## config.mk

```make
export PLATFORM = sky130hd
export DESIGN_NAME = z3_autoconfig_host
export DESIGN_NICKNAME = d
export VERILOG_FILES = /design/src/rtl/z3_autoconfig_host.sv
export SDC_FILE = /design/constraint.sdc
export NUM_CORES = 1
export LEC_CHECK = 0
export BUFFER_PORTS_ARGS = -buffer_cell sky130_fd_sc_hd__buf_2
export CORE_AREA = 2 2 104 106
export DETAILED_ROUTE_END_ITERATION = 8
export DIE_AREA = 0 0 106 108
export HOLD_SLACK_MARGIN = 0.08
export PLACE_DENSITY = 0.73
export SKIP_LAST_GASP = 1
export SYNTH_ARGS = -nofsm -noshare
export SYNTH_HDL_FRONTEND = slang
export SYNTH_SLANG_ARGS = --single-unit
```

## constraint.sdc

```tcl
create_clock -name CLK -period 3.32 [get_ports CLK]
set_input_delay 0.332 -clock CLK [delete_from_list [all_inputs] [get_ports CLK]]
set_output_delay 0.332 -clock CLK [all_outputs]
set_load 0.01 [all_outputs]
```

## src/rtl/z3_autoconfig_host.sv

```systemverilog
// Zorro III AutoConfig initiator: reads config registers 0x00-0x13 of one board, decodes its
// identity fields, then writes either the base address or shut-up back to the card.
module z3_autoconfig_host #(
    parameter int ACK_TIMEOUT = 255,
    parameter int RECOVER     = 2
) (
    input  logic        CLK,
    input  logic        RESET,
    input  logic        start,
    input  logic [3:0]  base_addr,
    output logic        busy,
    output logic        done,
    output logic [1:0]  status,
    output logic [7:0]  er_type,
    output logic [7:0]  er_flags,
    output logic [7:0]  prod_id,
    output logic [15:0] mfg_id,
    output logic [31:0] serial,
    output logic [6:0]  ADDRL,
    output logic        FCS_n,
    output logic        DS_n,
    output logic        READ,
    output logic [2:0]  FC,
    output logic [3:0]  DOUT,
    input  logic [3:0]  DIN,
    input  logic        DTACK_n
);
    typedef enum logic [2:0] {
        S_IDLE, S_ADDR, S_STROBE, S_WAIT, S_SAMPLE, S_RELEASE, S_RECOVER, S_FINISH
    } state_t;

    localparam logic [7:0] TO_LIMIT   = 8'(ACK_TIMEOUT);
    localparam logic [7:0] REC_LAST   = 8'(RECOVER - 1);
    localparam logic [6:0] IDX_LAST   = 7'h13;
    localparam logic [6:0] IDX_BASE   = 7'h22;
    localparam logic [6:0] IDX_SHUTUP = 7'h26;

    state_t     r_state;
    state_t     w_next;
    logic [6:0] r_idx;
    logic       r_wr;
    logic [7:0] r_to_cnt;
    logic [7:0] r_rec_cnt;
    logic       w_in_cycle;
    logic       w_strobe;

    function automatic logic [7:0] sat_inc(input logic [7:0] v);
        return (v == 8'hFF) ? v : v + 8'd1;
    endfunction

    // Register index i appears on the bus as {i[0], i[6:1]}.
    function automatic logic [6:0] cfg_addr(input logic [6:0] idx);
        return {idx[0], idx[6:1]};
    endfunction

    always_ff @(posedge CLK or posedge RESET) begin
        if (RESET) r_state <= S_IDLE;
        else       r_state <= w_next;
    end

    always_comb begin
        w_next = r_state;
        case (r_state)
            S_IDLE:    if (start) w_next = S_ADDR;
            S_ADDR:    w_next = S_STROBE;
            S_STROBE:  w_next = S_WAIT;
            S_WAIT: begin
                if (!DTACK_n)                 w_next = S_SAMPLE;
                else if (r_to_cnt >= TO_LIMIT) w_next = S_FINISH;
            end
            S_SAMPLE:  w_next = S_RELEASE;
            S_RELEASE: w_next = S_RECOVER;
            S_RECOVER: if (r_rec_cnt >= REC_LAST) w_next = r_wr ? S_FINISH : S_ADDR;
            S_FINISH:  w_next = S_IDLE;
            default:   w_next = S_IDLE;
        endcase
    end

    // Strobes are registered from the next state so they never glitch inside a bus cycle.
    assign w_in_cycle = (w_next == S_ADDR) || (w_next == S_STROBE) ||
                        (w_next == S_WAIT) || (w_next == S_SAMPLE);
    assign w_strobe   = (w_next == S_STROBE) || (w_next == S_WAIT) || (w_next == S_SAMPLE);

    always_ff @(posedge CLK or posedge RESET) begin
        if (RESET) begin
            FCS_n     <= 1'b1;
            DS_n      <= 1'b1;
            READ      <= 1'b1;
            FC        <= 3'b000;
            ADDRL     <= 7'd0;
            DOUT      <= 4'd0;
            busy      <= 1'b0;
            done      <= 1'b0;
            status    <= 2'd0;
            er_type   <= 8'd0;
            er_flags  <= 8'd0;
            prod_id   <= 8'd0;
            mfg_id    <= 16'd0;
            serial    <= 32'd0;
            r_idx     <= 7'd0;
            r_wr      <= 1'b0;
            r_to_cnt  <= 8'd0;
            r_rec_cnt <= 8'd0;
        end else begin
            FCS_n <= !w_in_cycle;
            DS_n  <= !w_strobe;
            FC    <= w_in_cycle ? 3'b101 : 3'b000;
            busy  <= (w_next != S_IDLE) && (w_next != S_FINISH);
            done  <= (w_next == S_FINISH);
            case (r_state)
                S_IDLE: if (start) begin
                    r_idx    <= 7'd0;
                    r_wr     <= 1'b0;
                    READ     <= 1'b1;
                    ADDRL    <= cfg_addr(7'd0);
                    DOUT     <= 4'd0;
                    status   <= 2'd0;
                    er_type  <= 8'd0;
                    er_flags <= 8'd0;
                    prod_id  <= 8'd0;
                    mfg_id   <= 16'd0;
                    serial   <= 32'd0;
                end
                S_STROBE: r_to_cnt <= 8'd0;
                S_WAIT: if (DTACK_n) begin
                    if (r_to_cnt >= TO_LIMIT) begin
                        status <= (r_idx == 7'd0 && !r_wr) ? 2'd2 : 2'd3;
                        READ   <= 1'b1;
                    end else begin
                        r_to_cnt <= sat_inc(r_to_cnt);
                    end
                end
                // Card data is inverted except for the er_type pair at 0x00/0x01.
                S_SAMPLE: if (!r_wr) begin
                    case (r_idx)
                        7'h00: er_type[7:4]   <= DIN;
                        7'h01: er_type[3:0]   <= DIN;
                        7'h02: prod_id[7:4]   <= ~DIN;
                        7'h03: prod_id[3:0]   <= ~DIN;
                        7'h04: er_flags[7:4]  <= ~DIN;
                        7'h05: er_flags[3:0]  <= ~DIN;
                        7'h08: mfg_id[15:12]  <= ~DIN;
                        7'h09: mfg_id[11:8]   <= ~DIN;
                        7'h0A: mfg_id[7:4]    <= ~DIN;
                        7'h0B: mfg_id[3:0]    <= ~DIN;
                        7'h0C: serial[31:28]  <= ~DIN;
                        7'h0D: serial[27:24]  <= ~DIN;
                        7'h0E: serial[23:20]  <= ~DIN;
                        7'h0F: serial[19:16]  <= ~DIN;
                        7'h10: serial[15:12]  <= ~DIN;
                        7'h11: serial[11:8]   <= ~DIN;
                        7'h12: serial[7:4]    <= ~DIN;
                        7'h13: serial[3:0]    <= ~DIN;
                        default: ;
                    endcase
                end
                S_RELEASE: r_rec_cnt <= 8'd0;
                S_RECOVER: begin
                    if (r_rec_cnt >= REC_LAST) begin
                        if (r_wr) begin
                            READ <= 1'b1;
                        end else if (r_idx == IDX_LAST) begin
                            r_wr <= 1'b1;
                            READ <= 1'b0;
                            if (er_type[7:6] == 2'b10) begin
                                r_idx  <= IDX_BASE;
                                ADDRL  <= cfg_addr(IDX_BASE);
                                DOUT   <= base_addr;
                                status <= 2'd0;
                            end else begin
                                r_idx  <= IDX_SHUTUP;
                                ADDRL  <= cfg_addr(IDX_SHUTUP);
                                DOUT   <= 4'd0;
                                status <= 2'd1;
                            end
                        end else begin
                            r_idx <= r_idx + 7'd1;
                            ADDRL <= cfg_addr(r_idx + 7'd1);
                        end
                    end else begin
                        r_rec_cnt <= sat_inc(r_rec_cnt);
                    end
                end
                default: ;
            endcase
        end
    end
endmodule

```

### After elaboration in Yosys (flattened, before gate mapping)

Index checks and enable logic that the tools add are counted.

| word-level totals | value |
|---|---|
| memory bits (writable) | 0 |
| bits in registers | 120 |
| memory bits (read-only) | 0 |
| output and inout bits | 93 |
| memories kept | 0 |
| word-level logic and storage cells | 227 |
| bits in latches | 0 |
| bits of input ports | 12 |

| operators by class | value |
|---|---|
| reductions and logical operators | 43 |
| magnitude comparators | 2 |
| multiplexer cells | 83 |
| add/sub/neg operators | 3 |
| multipliers | 0 |
| shifts and indexed selects | 0 |
| divide/modulo/power cells | 0 |
| bitwise operators | 1 |
| equality and inequality tests | 63 |

Operators with widths:

| kind | number |
|---|---|
| 4-bit two-way mux | 23 |
| 8-bit one-hot mux with 2 select lines | 5 |
| 4-bit AND reduction | 20 |
| 8-bit two-way mux | 9 |
| 32-bit two-way mux | 2 |
| 32-bit one-hot mux with 2 select lines | 1 |
| 7-bit by 4-bit == test with 1-bit output, second input constant | 8 |
| 7-bit two-way mux | 7 |
| 16-bit two-way mux | 2 |
| 2-bit by 1-bit inequality test with 1-bit output, second input constant | 16 |
| 16-bit one-hot mux with 2 select lines | 1 |
| 7-bit by 5-bit == test with 1-bit output, second input constant | 4 |
| 7-bit one-hot mux with 2 select lines | 2 |
| 2-bit inequality test, second input constant | 13 |
| 3-bit one-hot mux with 8 select lines | 1 |
| 3-bit two-way mux | 7 |
| 3-bit == test, second input constant | 6 |
| 8-bit by 1-bit adder with 8-bit output, second input constant | 2 |
| 8-bit == test, second input constant | 2 |
| 7-bit by 2-bit == test with 1-bit output, second input constant | 2 |
| 7-bit by 3-bit == test with 1-bit output, second input constant | 2 |
| 2-bit two-way mux | 7 |
| 3-bit by 2-bit == test with 1-bit output, second input constant | 4 |
| 1-bit two-way mux | 12 |
| 23 further kinds | 37 |

### Logic depth before layout (Yosys ltp)

Gate-level depths: netlist of the first run.

| depth | value |
|---|---|
| depth after elaboration | 9 |
| gate-level depth with buffers | 8 |

### Least setup slack after synthesis of the first run

OpenSTA, ideal clock, no wires.

| path | value |
|---|---|
| kind | flip-flop to flip-flop |
| start point | reg r_rec_cnt[0] |
| end point | reg status[0] |
| path slack | 1.325 ns |
| arrival time | 1.870 ns |
| stages on the path, launching flop included | 7 |
| clock period less this slack | 1.995 ns |
| data required time | 3.195 ns |
| library setup time | 0.125 ns |
| buffers on the path | 0 |
| path through | dfrtp_1 > ha_1 > nor4b_2 > a21oi_1 > o22ai_1 > o21bai_1 > mux2_2 |

| on the way | value |
|---|---|
| longest elaborated chain between the ends | 3 |

RTL lines:

| item | line | RTL |
|---|---|---|
| from (decl) | 43 | `logic [7:0] r_rec_cnt;` |
| from (signal assigned) | 181 | `r_rec_cnt <= sat_inc(r_rec_cnt);` |
| 8-bit by 1-bit greater-or-equal comparator with 1-bit output | 159 | `if (r_rec_cnt >= REC_LAST) begin` |
| 2-bit inequality test (no source line) | n/a |  |
| 7-bit AND reduction (no source line) | n/a |  |
| to (signal assigned) | 127 | `status <= (r_idx == 7'd0 && !r_wr) ? 2'd2 : 2'd3;` |
| to (decl) | 13 | `output logic [1:0] status,` |

No other way between the ends.
A chain may end at the register's enable or synchronous reset.

### Worst setup path in the final report of the first run

| path | value |
|---|---|
| start point | reg r_state[2] |
| end point | reg serial[29] |

| on the way | value |
|---|---|
| longest elaborated chain between the ends | 3 |

RTL lines:

| item | line | RTL |
|---|---|---|
| from (decl) | 38 | `state_t r_state;` |
| from (signal assigned) | 58 | `else r_state <= w_next;` |
| 3-bit == test / 3-bit logical NOT (equally long branches) | 110 | `case (r_state)` |
| 2-bit by 1-bit inequality test with 1-bit output (no source line) (tied with other cells) | n/a |  |
| 4-bit AND reduction (no source line) | n/a |  |
| to (signal assigned) | 146 | `7'h0C: serial[31:28] <= ~DIN;` |
| to (decl) | 18 | `output logic [31:0] serial,` |

Parallel ways exist; a longest one is shown, timed or not.

==> qor.yml, run 1 <==
fillerInstances: 867
worstPathArrival_ns: 2.80
status: "finished clean"
io_pins: 105
clock_skew_ns: 0.0149
wl_per_cell_um: 16.9
fin_util_pct: 57.3
multi_input_area_um2: 2040
r2r-end: "serial[29]$_DFFE_PP0P_"
path_clk_slew_ns: 0.11
setup_tns_ns: 0
crit_path_end_kind: "flip-flop"
crit_slowest_cell: "dfrtp_1"
fin_nets: 586
ff2ff_setup_slack_ns: 0.79
cp_cell_sequence: "nand2_1 -> o21ai_0 -> mux2_2"
tritoncts: "built"
max_freq_mhz: 395
cp_max_fo: 21
p_sw_share_pct: 38.4
finalCriticalPeriod_ns: 2.53
synth.ff_latch_count: 111
timing.hold.ws_ns: 0.188
antenna_left: 0
p_clk_share_pct: 20.7
drt_first_pass_iters: 4
diodes: 0
start_util_pct: 48.8
ir_drop_v: 0.000469
worstHoldPathType: "input pin to flip-flop"
critPathMaxStageDelay_ns: 0.85
period_share_pct: 76.3
antenna_found_initial: 0
grt_pass1_vias: 3822
cts_sinks: 111
drt_wl_total_mm: 11.9
power_frac_seq_pct: 46.3
grt_overflow: 0
clock_path_buffers: 2
rows: 37
grt_pass1_wl_mm: 19.5
seqCellArea_um2: 2780
max-cap-violations: 0
grt_use_total_pct: 21.5
r2r_start: "r_state[2]$_DFF_PP0_"
netlist_area_um2: 4990
crit_buf_inv: 0
synth_edf_count: 0
dpl.hpwl_mm: 8.67
design.core.area_um2: 10200
maxSlewHeadroom_pct: 49.4
synth_nets: 484
fin_area_um2: 5860
cts_max_level: 3
min_from: "base_addr[3]"
grt_max_degree: 55
synthArstFlopShare_pct: 100
dp_cells: 690
drt_iter0_drc: 217
numCtsBuffers: 9
cp_top_family: "flip-flops"
finalNonFillerCells: 707
clk_latency_ns: 0.38
start_kind: "flip-flop"
syn_to_final_growth_pct: 17.3
die_w_um: 106
cts_resized: 0
place.gp.congestion: 0.862
drive_gt1_share_pct: 31.7
power_density_nw_per_um2: 667
p_leak_nw: 2.96
yosysWarnings: 0
clockRootBuffer: "clkbuf_8"
hold_depth: 3
vias: 3923
final-setup-viol-count: 0
path_class: "flip-flop to flip-flop"
cp.required_ns: 3.59
die_y_um: 108
buffer_ports.inserted: 103
ys.flop_type: "dfrtp_1"
hold_end: "DOUT[3]$_DFFE_PP0P_"
hold_viol: 0
combPwrFrac_pct: 33.0
p_sw_mw: 1.50
rsz0062_at_grt: "no"
worstMarginPinSlew_ns: 0.759
ys_seq_area_share_pct: 55.7
drv_slew: 0
p_int_mw: 2.41
dieArea_um2: 11400
syn_inst: 464
routed_via_density: 5.55
syn_area_per_cell_um2: 10.8
post_cts_buffers: 0
place_area_um2: 5650
drc: 0
reg2regPathDepth: 3
ys_types: 54
[power by group through the flow]
stage | registers, mW | clock network [mW] | logic [mW]
after floorplan | 1.84 | 0 | 0.817
after global routing | 1.84 | 0.875 | 1.43
final | 1.81 | 0.809 | 1.29
after CTS | 1.81 | 0.813 | 1.29
after global placement | 1.82 | 0 | 1.26
after detailed placement | 1.83 | 0 | 1.29
[logic make-up (layout without fill, tap and decap cells)]
kind of cell,count (synthesis),count (layout),share of synthesized area [%]
AOI/OAI and AO/OA,107,107,13.9
adders and majority gates,8,8,2.00
muxes,39,39,8.74
buffers and inverters,42,149,3.46
DFF,111,111,55.7
and+or+nand+nor,150,150,15.1
other,1,1,0.0751
xor gates and xnor gates,6,6,1.05
[metrics by stage]
| step | worst slack [ns] | power [mW] |
|---|---|---|
| 2_1_floorplan | 0.0623 | 2.66 |
| 3_3_place_gp | 1.02 | 3.08 |
| 3_5_place_dp | 0.867 | 3.11 |
| 4_1_cts | 0.830 | 3.91 |
| 5_1_grt | 0.605 | 4.15 |
| 6_report | 0.788 | 3.91 |
[final cells by class]
class / instances / area share [%]
Timing Repair Buffer: 112 / 10.0
Sequential cell: 111 / 47.5
Clock inverter: 6 / 1.05
Clock buffer: 10 / 2.35
Inverter: 21 / 1.39
Tap cell: 136 / 2.90
Multi-Input combinational cell: 311 / 34.8
[cells in the final DEF, fill, tap and decap left out, types with 4 or more instances in the layout]
master / instances
a21oi_1: 19
a22o_1: 12
a32o_1: 5
and2_1: 9
buf_2: 103
buf_4: 8
clkbuf_8: 10
dfrtp_1: 108
ha_1: 8
inv_1: 20
mux2_1: 4
mux2_2: 33
nand2_1: 45
nand3_1: 9
nand4_1: 10
nor2_1: 34
nor3_1: 16
o21ai_0: 42
o31ai_1: 5
xnor2_1: 4
[worst min-delay path: cells and delay by family]
kind            cells  cell delay [ns]
buf+inv             1             0.09
simple gates        1             0.04
compound gates      1             0.06
[synthesized netlist by cell type, drive strengths merged, types with 3 or more instances]
library cell / instances / area, um2
nor2: 37 / 146
a32o: 5 / 50.1
a31o: 3 / 26.3
nor2b: 3 / 18.8
mux2: 37 / 417
dfrtp: 108 / 2700
o22ai: 3 / 18.8
xnor2: 4 / 35.0
buf: 8 / 45.0
and2: 9 / 56.3
nor4: 4 / 31.3
ha: 8 / 100
nand4: 10 / 62.6
dfstp: 3 / 78.8
clkbuf: 13 / 48.8
a22o: 12 / 105
a21oi: 21 / 120
o31ai: 5 / 37.5
nand3: 9 / 45.0
or3: 5 / 41.3
o21ai: 44 / 220
nand2: 45 / 169
nor3: 17 / 90.1
a31oi: 3 / 18.8
inv: 21 / 78.8
[state kept, by name, summed over array words and instances (netlist names), 2 cells and up]
signal,flops
r_rec_cnt,8
er_flags,8
DOUT,4
mfg_id,16
serial,32
ADDRL,6
status,2
er_type,8
r_state,3
prod_id,8
r_to_cnt,8
[how the worst max path moves through the flow]
stage / end / from / cells after the start / slack [ns]
floorplan: ADDRL[0]$_DFFE_PP0P_ / RESET / 1 / 0.06
global placement: serial[17]$_DFFE_PP0P_ / r_state[2]$_DFF_PP0_ / 3 / 1.02
detailed placement: serial[16]$_DFFE_PP0P_ / r_state[2]$_DFF_PP0_ / 3 / 0.87
CTS: serial[16]$_DFFE_PP0P_ / r_state[2]$_DFF_PP0_ / 3 / 0.83
global route: serial[16]$_DFFE_PP0P_ / r_state[2]$_DFF_PP0_ / 3 / 0.60
finish: serial[29]$_DFFE_PP0P_ / r_state[2]$_DFF_PP0_ / 3 / 0.79
[layer usage]
metal / track usage (%) / up-vias / part of all wire [%] / routed length (um)
li1: - / 1860 / - / -
met1: 32.4 / 1926 / 49 / 5810
met2: 32.7 / 120 / 44 / 5310
met5: 0 / - / 0 / 0
met3: 2.65 / 17 / 5.1 / 610
met4: 7.14 / 0 / 1.8 / 213
[repair_timing]
action	CTS	global route
setup endpoints to repair	0	0
hold buffers	1	0
hold endpoints to repair	31	0
(Power assumes the default switching activity.)
==> inputs of run 2 (changes only) <==
Settings changed: CORE_AREA 2 2 104 106 to 2 2 99 101, DIE_AREA 0 0 106 108 to 0 0 101 103, PLACE_DENSITY 0.73 to 0.77.
Clock period 3.32 ns to 2.4 ns, I/O delays scaled along.
==> run 2 against run 1 <==
  * Sequential power is 34% higher
  * First-iteration DRC count is 10% lower
  * Worst setup slack worse by 0.63 ns
  * Fmax is 13% higher
  * Sequential cell count stayed put
  * Power is 42% higher
  * Routed wire length is 0.42% higher
  * Non-clock buffer count is 18 higher
  * Critical endpoint is now status[0]$_DFFE_PP0P_
  * Largest cell class unchanged
  * Highest routed layer unchanged
==> qor.yml, run 2 (same netlist as run 1, synthesis figures left out) <==
cp_max_fo: 6  # -71%
io_pins: 105  # unchanged
buffer_ports.inserted: 103  # unchanged
fin_util_pct: 63.4  # +6.2 points
cp.required_ns: 2.65  # -0.94 ns
finalCriticalPeriod_ns: 2.24  # -0.289 ns
numCtsBuffers: 9  # unchanged
largest_reg_flops: 32  # unchanged
fin_nets: 604  # +3.1%
clockRootBuffer: "clkbuf_8"
setup_tns_ns: 0  # unchanged
hold_depth: 3  # unchanged
dieArea_um2: 10400  # -9.1%
antenna_found_initial: 0  # unchanged
hold_viol: 0  # unchanged
worstMarginPinSlew_ns: 0.733  # -0.0257 ns
dp_cells: 686  # -0.58%
clock_skew_ns: 0.0121  # -0.00277 ns
max_freq_mhz: 446  # +13%
vias: 4030  # +2.7%
rows: 36  # -2.7%
finalPower_mw: 5.57  # +42%
worstHoldPathType: "input pin to flip-flop"
drt_wl_total_mm: 12.0  # +0.42%
dpl.hpwl_mm: 8.94  # +3.1%
p_sw_share_pct: 36.7  # -1.7 points
dp_slack_ns: 0.187  # -0.680 ns
grt_overflow: 0  # unchanged
clock_path_buffers: 2  # unchanged
final-setup-viol-count: 0  # unchanged
combPwrFrac_pct: 35.4  # +2.4 points
path_clk_slew_ns: 0.11  # about the same
ir_drop_v: 0.000755  # +61%
tritoncts: "built"
period_share_pct: 93.5  # +17 points
timing.hold.ws_ns: 0.102  # -0.0860 ns
top_register: "serial"
design.core.area_um2: 9460  # -7.5%
mostFrequentLayoutCells: "dfrtp_1 (108), buf_2 (103), nand2_1 (45), o21ai_0 (42), nor2_1 (34)"
path_class: "flip-flop to flip-flop"
drt_iter0_drc: 195  # -10%
fin_ws_ns: 0.157  # -0.631 ns
drive_gt1_share_pct: 34.0  # +2.3 points
finalNonFillerCells: 703  # -0.57%
p_clk_share_pct: 21.2  # +0.5 points
drt_first_pass_iters: 5  # +1
max-cap-violations: 0  # unchanged
die_y_um: 103  # -4.6%
reg2regPathDepth: 6  # +3
place_area_um2: 5770  # +2.1%
top_regs: "serial (32), mfg_id (16)"
p_sw_mw: 2.05  # +36%
cts_sinks: 111  # unchanged
crit_path_end_kind: "flip-flop"
fillerInstances: 769  # -11%
rsz0062_at_grt: "no"
post_cts_buffers: 0  # unchanged
clk_latency_ns: 0.37  # about the same
fin_area_um2: 6000  # +2.4%
power_frac_seq_pct: 43.4  # -2.9 points
grt_pass1_wl_mm: 19.0  # -2.6%
cts_max_level: 3  # unchanged
syn_to_final_growth_pct: 20.1
grt_use_total_pct: 23.5  # +1.9 points
p_leak_nw: 3.06  # +3.2%
diodes: 0  # unchanged
power_density_nw_per_um2: 928  # +39%
layout_commonest_cell: "dfrtp_1"
antenna_left: 0  # unchanged
start_util_pct: 52.8  # +4.0 points
worstPathArrival_ns: 2.50  # -0.30 ns
wl_per_cell_um: 17.1  # +0.99%
p_int_mw: 3.52  # +46%
grt_max_degree: 49  # -11%
start_kind: "flip-flop"
status: "finished clean"
grt_pass1_vias: 3700  # -3.2%
place.gp.congestion: 0.955  # +11%
routed_via_density: 5.73  # +3.3%
drc: 0  # unchanged
ff2ff_setup_slack_ns: 0.16  # -0.63 ns
drv_slew: 0  # unchanged
maxSlewHeadroom_pct: 50.6  # +1.2 points
die_w_um: 101  # -4.7%
-- run 2: what timing repair did --
| item | in CTS | in global routing |
|---|---|---|
| endpoints found under the hold margin | 26 | 0 |
| setup endpoints to repair | 0 | 1 |
| gates resized for setup | 0 | 1 |
| hold buffers | 1 | 0 |
-- run 2: final timing paths --
path                                          startpoint                      to
max in group asynchronous                          RESET  serial[31]$_DFFE_PP0P_
worst max-delay path            r_rec_cnt[0]$_DFFE_PP0P_   status[0]$_DFFE_PP0P_
worst min register to register    serial[25]$_DFFE_PP0P_  serial[25]$_DFFE_PP0P_
worst max register to register  r_rec_cnt[0]$_DFFE_PP0P_   status[0]$_DFFE_PP0P_
min in group asynchronous                          RESET  serial[14]$_DFFE_PP0P_
worst min-delay path                        base_addr[2]     DOUT[2]$_DFFE_PP0P_
-- run 2: power by group through the flow --
stage                     logic, mW  registers [mW]  clock network, mW
after detailed placement       1.96            2.45                  0
after CTS                      1.97            2.42               1.20
after floorplan                1.13            2.55                  0
final                          1.97            2.42               1.18
after global routing           2.17            2.46               1.28
after global placement         1.90            2.44                  0
-- run 2: cell type report --
type | count | area [um2] | area share, %
clock inverter | 5 | 62.6 | 1.04
timing repair buffer | 130 | 733 | 12.2
sequential | 111 | 2780 | 46.4
tap | 114 | 143 | 2.38
inverter | 21 | 82.6 | 1.38
multi-input combinational | 311 | 2050 | 34.1
clock buffer | 11 | 151 | 2.52
-- run 2: critical path, stage by stage, from the launching register on --
cell and delay [ns]:
dfrtp_1 0.45, ha_1 0.23, nor4b_2 0.40, a21oi_1 0.21, o22ai_1 0.27, o21bai_1 0.21, mux2_2 0.36
-- run 2: per-layer routing --
metal	global-route usage (%)	vias up	share of wire [%]
met3	3.12	12	5.3
met5	0	-	0
li1	-	1879	-
met1	33.9	2002	45
met2	37.1	137	48
met4	7.59	0	1.3
==> inputs of run 3 (changes only) <==
Settings changed: CELL_PAD_IN_SITES_DETAIL_PLACEMENT from default to 0, CELL_PAD_IN_SITES_GLOBAL_PLACEMENT from default to 1, CORE_AREA 2 2 99 101 to 2 2 113 115, DIE_AREA 0 0 101 103 to 0 0 115 117, PLACE_DENSITY 0.77 to 0.75.
==> run 3 against run 2 <==
  * Fmax grew 6.3%
  * First-iteration DRC count grew 21%
  * Worst setup slack gained 0.13 ns
  * Cell area grew 2.2%
  * Power grew 6.0%
  * Critical path depth shrank 1
  * Core utilization shrank 14 points
  * Via count shrank 2.2%
  * Hold slack gained 0.029 ns
  * Global-route usage shrank 4.4 points
==> qor.yml, run 3 (same netlist as run 1, synthesis figures left out) <==
drt_first_pass_iters: 5  # unchanged
max-cap-violations: 0  # unchanged
syn_to_final_growth_pct: 22.8
final-setup-viol-count: 0  # unchanged
fin_nets: 600  # -0.66%
top_regs: "serial (32), mfg_id (16)"
cp_max_fo: 7  # +1
ff2ff_setup_slack_ns: 0.29  # +0.13 ns
dieArea_um2: 13500  # +29%
place.gp.congestion: 0.799  # -16%
hold_viol: 0  # unchanged
p_leak_nw: 3.09  # +1.1%
worstHoldPathType: "input pin to flip-flop"
finalCriticalPeriod_ns: 2.11  # -0.133 ns
path_clk_slew_ns: 0.08  # -0.03 ns
fin_ws_ns: 0.290  # +0.134 ns
io_pins: 105  # unchanged
start_util_pct: 40.6  # -12 points
finalNonFillerCells: 735  # +4.6%
period_share_pct: 87.9  # -5.6 points
mostFrequentLayoutCells: "dfrtp_1 (108), buf_2 (103), nand2_1 (45), o21ai_0 (42), nor2_1 (34)"
endpoint: "mfg_id[1]$_DFFE_PP0P_"
r2r-end: "mfg_id[1]$_DFFE_PP0P_"
drc: 0  # unchanged
design.core.area_um2: 12300  # +30%
worstPathArrival_ns: 2.35  # -0.15 ns
antenna_found_initial: 0  # unchanged
tritoncts: "built"
start_kind: "flip-flop"
clock_skew_ns: 0.0140  # +0.00191 ns
dp_slack_ns: 0.165  # -0.0221 ns
drt_iter0_drc: 235  # +21%
clock_path_buffers: 2  # unchanged
fin_area_um2: 6130  # +2.2%
fillerInstances: 1181  # +54%
die_y_um: 117  # +14%
largest_reg_flops: 32  # unchanged
max_freq_mhz: 474  # +6.3%
status: "finished clean"
grt_overflow: 0  # unchanged
routed_via_density: 5.36  # -6.4%
rsz0062_at_grt: "no"
diodes: 0  # unchanged
die_w_um: 115  # +14%
cts_max_level: 3  # unchanged
wl_per_cell_um: 17.0  # -0.22%
clockRootBuffer: "clkbuf_16"
antenna_left: 0  # unchanged
cts_sinks: 111  # unchanged
fin_util_pct: 49.8  # -14 points
buffer_ports.inserted: 103  # unchanged
r2r_start: "ADDRL[4]$_DFFE_PP0P_"
reg2regPathDepth: 5  # -1
grt_max_degree: 47  # -4.1%
cp.required_ns: 2.64  # about the same
maxSlewHeadroom_pct: 52.3  # +1.7 points
layout_commonest_cell: "dfrtp_1"
grt_pass1_vias: 3894  # +5.2%
startpoint: "ADDRL[4]$_DFFE_PP0P_"
clk_latency_ns: 0.36  # about the same
dpl.hpwl_mm: 9.09  # +1.7%
drt_wl_total_mm: 12.5  # +4.3%
crit_path_end_kind: "flip-flop"
drive_gt1_share_pct: 33.5  # -0.45 points
grt_pass1_wl_mm: 20.1  # +5.8%
path_class: "flip-flop to flip-flop"
rows: 41  # +14%
drv_slew: 0  # unchanged
dp_cells: 718  # +4.7%
vias: 3943  # -2.2%
setup_tns_ns: 0  # unchanged
numCtsBuffers: 9  # unchanged
worstMarginPinSlew_ns: 0.716  # -0.0172 ns
place_area_um2: 5800  # +0.48%
top_register: "serial"
power_density_nw_per_um2: 963  # +3.8%
grt_use_total_pct: 19.1  # -4.4 points
ir_drop_v: 0.000489  # -35%
==> run 3: cell count changes in the layout (fill, tap and decap cells not counted), moves of 3 or more <==
cell / change
clkbuf_8: -11
clkbuf_16: +9
buf_4: -5
inv_8: +3
==> run 3: worst min-delay path by stage <==
stage | depth (start not counted) | end | startpoint
global placement | 2 | er_type[7]$_DFFE_PP0P_ | RESET
floorplan | 1 | serial[24]$_DFFE_PP0P_ | DIN[0]
CTS | 3 | DOUT[1]$_DFFE_PP0P_ | base_addr[1]
finish | 3 | DOUT[2]$_DFFE_PP0P_ | base_addr[2]
global route | 3 | DOUT[2]$_DFFE_PP0P_ | base_addr[2]
detailed placement | 2 | er_type[6]$_DFFE_PP0P_ | RESET
==> run 3: through the flow <==
step | hold WS (ns) | total power [mW]
final | 0.130 | 5.90
after global routing | 0.135 | 6.29
after CTS | 0.121 | 5.93
after detailed placement | 0.340 | 4.40
after global placement | 0.342 | 4.35
after floorplan | 0.341 | 3.68
==> run 3: power breakdown <==
part | switching, mW | internal (mW) | total [mW]
Clock | 0.771 | 0.749 | 1.52
Sequential | 0.228 | 2.20 | 2.43
Combinational | 1.19 | 0.767 | 1.95
Total | 2.19 | 3.72 | 5.90
==> run 3: worst max-delay path, cell delays in order (launching register included) <==
cell     delay (ns)
dfrtp_1        0.45
or3_4          0.45
nor3b_2        0.31
a21oi_1        0.11
nor2_1         0.29
mux2_2         0.39
==> run 3: repair_timing <==
| item | in CTS | in global routing |
|---|---|---|
| setup endpoints to repair | 0 | 7 |
| buffers inserted | 0 | 0 |
| gates resized for setup | 0 | 2 |
| hold buffers | 1 | 0 |
| endpoints found under the hold margin | 23 | 0 |
==> run 3: layout make-up <==
class / count / area, um2 / area share (%)
clock buffers: 9 / 225 / 3.67
clock inverters: 7 / 83.8 / 1.37
inverters: 21 / 82.6 / 1.35
multi-input cells: 311 / 2060 / 33.5
flip-flops and latches: 111 / 2780 / 45.4
well taps: 150 / 188 / 3.06
repair buffers: 126 / 716 / 11.7
==> run 3: per-layer routing <==
layer	wire [um]	share of wire, %	vias up	GRT usage (%)
li1	-	-	1881	-
met1	6160	49	1933	27.6
met2	5520	44	123	28.9
met3	724	5.8	6	4.17
met4	102	0.82	0	5.86
met5	0	0	-	0
